## src/rtl/mem_data_pkg.sv

```systemverilog
// Shared encodings for the sized data memory: access sizes, FSM states, default depth.
package mem_data_pkg;

    localparam logic [1:0] SZ_B = 2'b00;
    localparam logic [1:0] SZ_H = 2'b01;
    localparam logic [1:0] SZ_W = 2'b10;

    localparam int DEFAULT_DEPTH_BYTES = 256;

    typedef enum logic {
        ST_CLEAR = 1'b0,
        ST_READY = 1'b1
    } state_t;

endpackage

```

## src/rtl/mem_data_align.sv

```systemverilog
// Combinational lane steering: store byte-enables and replicated data, load extraction
// with sign/zero extension, and alignment checking.
module mem_data_align
    import mem_data_pkg::*;
(
    input  logic [1:0]  i_size,
    input  logic [1:0]  i_addr_lo,
    input  logic        i_unsigned,
    input  logic [31:0] i_wdata,
    input  logic [31:0] i_rword,
    output logic [3:0]  o_lane_we,
    output logic [31:0] o_lane_wdata,
    output logic [31:0] o_load_data,
    output logic        o_misaligned
);

    logic [31:0] w_shifted;
    logic [7:0]  w_byte;
    logic [15:0] w_half;

    assign w_shifted = i_rword >> {i_addr_lo, 3'b000};
    assign w_byte    = w_shifted[7:0];
    assign w_half    = i_addr_lo[1] ? i_rword[31:16] : i_rword[15:0];

    always_comb begin
        o_lane_we    = 4'b0000;
        o_lane_wdata = 32'h0000_0000;
        o_load_data  = 32'h0000_0000;
        o_misaligned = 1'b0;
        case (i_size)
            SZ_B: begin
                o_lane_we    = 4'b0001 << i_addr_lo;
                o_lane_wdata = {4{i_wdata[7:0]}};
                o_load_data  = {{24{w_byte[7] & ~i_unsigned}}, w_byte};
            end
            SZ_H: begin
                o_misaligned = i_addr_lo[0];
                o_lane_we    = i_addr_lo[1] ? 4'b1100 : 4'b0011;
                o_lane_wdata = {2{i_wdata[15:0]}};
                o_load_data  = {{16{w_half[15] & ~i_unsigned}}, w_half};
            end
            SZ_W: begin
                o_misaligned = (i_addr_lo != 2'b00);
                o_lane_we    = 4'b1111;
                o_lane_wdata = i_wdata;
                o_load_data  = i_rword;
            end
            // The illegal size encoding is folded into the misalignment flag.
            default: o_misaligned = 1'b1;
        endcase
    end

endmodule

```

## src/rtl/mem_data_sized.sv

```systemverilog
// Byte-addressable little-endian data memory with sized loads/stores, registered
// responses, fault reporting and a post-reset clear sequence.
module mem_data_sized
    import mem_data_pkg::*;
#(
    parameter int DEPTH_BYTES = DEFAULT_DEPTH_BYTES,
    parameter int ADDR_W      = 32
) (
    input  logic              i_clk,
    input  logic              i_rst,
    input  logic              i_clk_enable,
    input  logic              i_req,
    input  logic              i_we,
    input  logic [1:0]        i_size,
    input  logic              i_unsigned,
    input  logic [ADDR_W-1:0] i_addr,
    input  logic [31:0]       i_wdata,
    output logic              o_ready,
    output logic              o_rvalid,
    output logic [31:0]       o_rdata,
    output logic              o_fault
);

    localparam int                WORDS    = DEPTH_BYTES / 4;
    localparam int                IDX_W    = $clog2(WORDS);
    localparam logic [ADDR_W-1:0] DEPTH_A  = ADDR_W'(DEPTH_BYTES);
    localparam logic [IDX_W-1:0]  LAST_IDX = IDX_W'(WORDS - 1);

    logic [31:0]      r_mem [WORDS];
    state_t           r_state;
    state_t           w_state_nxt;
    logic [IDX_W-1:0] r_cnt;
    logic [IDX_W-1:0] w_cnt_nxt;
    logic             w_ready;

    logic             r_rvalid;
    logic             r_fault;
    logic [31:0]      r_rdata;

    logic [IDX_W-1:0] w_idx;
    logic             w_out_of_range;
    logic [31:0]      w_rword;
    logic [3:0]       w_lane_we;
    logic [31:0]      w_lane_wdata;
    logic [31:0]      w_load_data;
    logic             w_misaligned;
    logic             w_fault;
    logic             w_accept;

    // Handshake: a request transfers on an enabled rising edge where i_req and o_ready
    // are both high; exactly one o_rvalid strobe answers it after that same edge.
    assign w_accept = i_req & w_ready & i_clk_enable;

    assign w_idx          = i_addr[IDX_W+1:2];
    assign w_out_of_range = (i_addr >= DEPTH_A);
    assign w_rword        = w_out_of_range ? 32'h0000_0000 : r_mem[w_idx];
    assign w_fault        = w_misaligned | w_out_of_range;

    mem_data_align u_align (
        .i_size       (i_size),
        .i_addr_lo    (i_addr[1:0]),
        .i_unsigned   (i_unsigned),
        .i_wdata      (i_wdata),
        .i_rword      (w_rword),
        .o_lane_we    (w_lane_we),
        .o_lane_wdata (w_lane_wdata),
        .o_load_data  (w_load_data),
        .o_misaligned (w_misaligned)
    );

    always_ff @(posedge i_clk or posedge i_rst) begin
        if (i_rst) begin
            r_state <= ST_CLEAR;
            r_cnt   <= '0;
        end else if (i_clk_enable) begin
            r_state <= w_state_nxt;
            r_cnt   <= w_cnt_nxt;
        end
    end

    always_comb begin
        w_state_nxt = r_state;
        w_cnt_nxt   = r_cnt;
        w_ready     = 1'b0;
        case (r_state)
            ST_CLEAR: begin
                w_cnt_nxt = r_cnt + 1'b1;
                if (r_cnt == LAST_IDX) begin
                    w_state_nxt = ST_READY;
                    w_cnt_nxt   = '0;
                end
            end
            ST_READY: w_ready = 1'b1;
            default:  w_state_nxt = ST_CLEAR;
        endcase
    end

    // The array has no reset; the CLEAR sweep is what zeroes it.
    always_ff @(posedge i_clk) begin
        if (i_clk_enable) begin
            if (r_state == ST_CLEAR) begin
                r_mem[r_cnt] <= 32'h0000_0000;
            end else if (w_accept && i_we && !w_fault) begin
                for (int n = 0; n < 4; n++) begin
                    if (w_lane_we[n]) begin
                        r_mem[w_idx][8*n +: 8] <= w_lane_wdata[8*n +: 8];
                    end
                end
            end
        end
    end

    always_ff @(posedge i_clk or posedge i_rst) begin
        if (i_rst) begin
            r_rvalid <= 1'b0;
            r_rdata  <= 32'h0000_0000;
            r_fault  <= 1'b0;
        end else if (i_clk_enable) begin
            r_rvalid <= w_accept;
            r_fault  <= w_accept & w_fault;
            r_rdata  <= (w_accept && !i_we && !w_fault) ? w_load_data : 32'h0000_0000;
        end
    end

    assign o_ready  = w_ready;
    assign o_rvalid = r_rvalid;
    assign o_rdata  = r_rdata;
    assign o_fault  = r_fault;

endmodule

```

## config.mk

```make
export PLATFORM = sky130hd
export DESIGN_NAME = mem_data_sized
export DESIGN_NICKNAME = d
export VERILOG_FILES = /design/src/rtl/mem_data_pkg.sv /design/src/rtl/mem_data_align.sv /design/src/rtl/mem_data_sized.sv
export SDC_FILE = /design/constraint.sdc
export NUM_CORES = 2
export LEC_CHECK = 0
export BUFFER_PORTS_ARGS = -buffer_cell sky130_fd_sc_hd__clkbuf_2
export CAP_MARGIN = 20
export CORE_ASPECT_RATIO = 0.6
export CORE_UTILIZATION = 50
export CTS_CLUSTER_SIZE = 20
export DETAILED_ROUTE_END_ITERATION = 10
export PLACE_DENSITY = 0.69
export SLEW_MARGIN = 20
export SYNTH_ARGS = -nofsm -noshare
export SYNTH_HDL_FRONTEND = slang
export SYNTH_SLANG_ARGS = --single-unit
```

## constraint.sdc

```tcl
create_clock -name i_clk -period 6 [get_ports i_clk]
set_input_delay 0 -clock i_clk [delete_from_list [all_inputs] [get_ports i_clk]]
set_output_delay 0 -clock i_clk [all_outputs]
set_load 0.03 [all_outputs]
```

==> summary.txt <==
Run status
  – Status: finished, final reports clean

Power and ir drop
  – Switching power: 7430 uW
  – P_leak: 0.0322 uW
  – P_int: 23400 uW
  – Pwr per Cell Area: 328 nW/um^2
  – Worst VDD drop: 294 uV
  – Final Power: 30800 uW
  – Share of power burned in the clock network: 0.379
  – Sw Share: 0.241
  – Combinational power share: 0.090
  – Register share of total power: 0.531

Floorplan
  – Die W: 529 um
  – Io pins: 107
  – Die Y: 318 um
  – Core Box Area: 165000 sq um
  – Initial Utilization: 0.506
  – FP Rows: 115
  – DIE AREA: 168000 sq um

Detailed routing
  – Drt drc: 0
  – Final ANT Viol Nets: 0
  – WL final: 242 mm
  – WL per Instance: 35.1 um
  – DR vias/cell: 6.76
  – Via count: 46600
  – First drt pass iteration count: 8
  – Iter 0 DRT Violations: 8003

Logic synthesis
  – #FFs+latches synth: 2089
  – Synth top cells by count: 2048 x edfxtp_1, 383 x mux4_2, 303 x mux2i_1
  – Ys async rst share: 0.0196
  – Synth top area cells: edfxtp_1 74%, mux4_2 10%, mux2i_1 3.6%
  – Post-Syn Instances: 4269
  – Syn nets: 4342
  – Synthesized cell area: 83300 sq um
  – Syn avg cell area: 19.5 sq um
  – Synth area leader: edfxtp_1
  – EDFF count, synth: 2048
  – Synth warn: 0
  – Top cell type's share of synthesized area: 0.738
  – Top-count cell post-synth: edfxtp_1
  – Cell variety after synth: 80
  – Most used DFF post-synth: edfxtp_1
  – Register area share after synthesis: 0.751

Hold path
  – Hold Path End: r_mem[48][31]$_DFFE_PP_
  – Worst Min Path Start: i_wdata[31]
  – Hold depth: 5
  – Hold Crit Class: input port to register

CTS
  – Clk sinks: 2089
  – Post-CTS Setup Bufs: 0
  – Root buf cell: clkbuf_16
  – CTS HTree Levels: 4
  – Cts hold-fix bufs: 30
  – TritonCTS clock tree: built
  – Clock buffer depth: 4
  – CTS Buf Count: 182
  – Worst-path clk slew: 70 ps
  – Insertion delay to the later sink of the worst-skew pair: 820 ps
  – Cts repair resizes: 0

Critical path
  – Crit path launch type: input port
  – Setup CP Type: input port to register
  – CP max stage cell: a31oi_2
  – Worst path required time: 6450 ps
  – Largest delay share family, worst path: simple AND/OR/NAND/NOR gates
  – Worst R2R End: o_rdata[20]$_DFFE_PP0P_
  – Crit-path max FO: 36
  – Worst reg2reg setup slack: 1740 ps
  – Cell repeated most along the worst path: buf_4
  – CP bufs+invs: 4
  – Crit path DAT: 5070 ps
  – Worst R2R Start: r_mem[51][23]$_DFFE_PP_
  – Crit path cell chain: dlygate4sd3_1 -> clkbuf_2 -> or2_2 -> o21a_1 -> nor4_2 -> buf_4 -> and2_1 -> nor4_1 -> a31oi_2 -> buf_4 -> or2_0 -> nor2_1
  – CP max stage delay: 900 ps
  – Crit. End Element: register
  – Worst reg2reg path depth: 9
  – Stages on worst setup path: 12

Global route
  – First-pass GRT wire length: 339 mm
  – Antenna violations before repair: 11
  – GRT Total Usage: 0.286
  – Remaining Overflow, GRT: 0
  – Pin count of the biggest net entering global routing: 74
  – Vias in the first global route: 43800

Timing
  – Slew @ Worst Pin: 1210 ps
  – Tmin final: 4630 ps
  – Slew Viols, Final: 0
  – Final hold vios: 0
  – RSZ-0062 raised after global routing: no
  – Final worst slack: 1370 ps
  – Finish-stage setup viols: 0
  – Final critical-path share of the clock period: 0.771
  – Worst Skew: 32.1 ps
  – Relative slew slack: 0.190
  – Fmax: 216 MHz
  – Setup_tns: 0 ps

Placement
  – Detailed Place HPWL: 155 mm
  – Post-place setup slack: 1430 ps
  – Gpl congestion: 0.948
  – DP Cell Count: 6533
  – PortBufs: 106

Layout
  – Final core utilization: 0.570
  – Number of nets in the layout: 4604
  – Share of layout cells above drive strength 1: 0.244
  – Area Growth Syn to Fin: 12.6%
  – Layout Cells excl Fill: 6897

Job
  – Max-cap violations: 0
==> worst min-delay path: cells and delay by family <==
kind / cells / cell delay, ps
compound gates: 2 / 150
buf+inv: 1 / 90
simple gates: 2 / 430
==> power by group through the flow <==
stage	logic, uW	registers [uW]	clock network, uW
6_report	2780	16400	11700
5_1_grt	2800	16400	12200
4_1_cts	2640	16300	11700
3_5_place_dp	2610	16700	0
3_3_place_gp	2560	16600	0
2_1_floorplan	1410	16600	0
==> placed cells by master (no fill, tap or decap), drive strengths merged, types with 9 or more instances in the layout <==
| master | instances |
|---|---|
| a211oi | 9 |
| bufinv | 14 |
| a221oi | 84 |
| and3 | 11 |
| o221ai | 14 |
| mux2 | 26 |
| o21ai | 56 |
| nand2 | 114 |
| nand3 | 33 |
| nor2 | 237 |
| a22oi | 58 |
| nor2b | 17 |
| inv | 14 |
| dfrtp | 41 |
| a221o | 13 |
| a32oi | 12 |
| clkbuf | 330 |
| a31oi | 23 |
| nor4 | 12 |
| a21oi | 116 |
| o211ai | 12 |
| nand2b | 17 |
| clkinv | 74 |
| or2 | 23 |
| o22ai | 27 |
| mux4 | 402 |
| edfxtp | 2048 |
| buf | 239 |
| dlygate4sd3 | 31 |
| mux2i | 303 |
| nor3 | 157 |
==> per-stage QoR <==
step           area [sq um]  hold slack (ps)
2_1_floorplan         83300              107
3_3_place_gp          87200              274
3_5_place_dp          87400              288
4_1_cts               93400             20.8
5_1_grt               93700             60.6
6_report              93800             70.9
==> how the worst max path moves through the flow <==
stage	startpoint	end	slack (ps)
3_5_place_dp	i_size[1]	r_mem[30][12]$_DFFE_PP_	1430
6_report	i_size[1]	r_mem[9][21]$_DFFE_PP_	1370
3_3_place_gp	i_addr[31]	r_mem[48][29]$_DFFE_PP_	1250
4_1_cts	i_size[1]	r_mem[30][11]$_DFFE_PP_	1570
5_1_grt	i_size[1]	r_mem[9][21]$_DFFE_PP_	1370
2_1_floorplan	r_state$_DFFE_PP0P_	r_mem[0][11]$_DFFE_PP_	2170
==> layout make-up <==
cell class	instances	area (sq um)
clock inverters	93	798
diodes	6	15.0
well taps	2223	2780
clock buffers	228	4940
fillers	12100	70900
flip-flops and latches	2089	62500
inverters	15	61.3
multi-input cells	1871	19600
repair buffers	372	3010
==> layer usage <==
| layer | global-route usage | share of wire | vias to the layer above |
|---|---|---|---|
| met4 | 0.0940 | 0.039 | 2 |
| met3 | 0.100 | 0.15 | 530 |
| li1 | - | - | 18200 |
| met1 | 0.437 | 0.40 | 24100 |
| met5 | 0 | 0.000029 | - |
| met2 | 0.382 | 0.41 | 3785 |
==> cells by family (layout without fill, tap and decap cells) <==
| family | after synthesis | in the layout | synth area share |
|---|---|---|---|
| AOI/OAI and AO/OA | 487 | 487 | 0.0411 |
| xor gates and xnor gates | 2 | 2 | 0.000210 |
| adders and majority gates | 1 | 1 | 0.000150 |
| buffers and inverters | 309 | 708 | 0.0225 |
| DFF | 2089 | 2089 | 0.751 |
| muxes | 731 | 731 | 0.149 |
| other | 0 | 6 | 0 |
| and+or+nand+nor | 650 | 650 | 0.0358 |
==> registers in the layout (all words and copies together), names as in the netlist <==
register / cells
o_fault: 1
r_cnt: 6
r_state: 1
o_rdata: 32
o_rvalid: 1
r_mem: 2048
No activity file was read; power rests on OpenSTA's default activity.
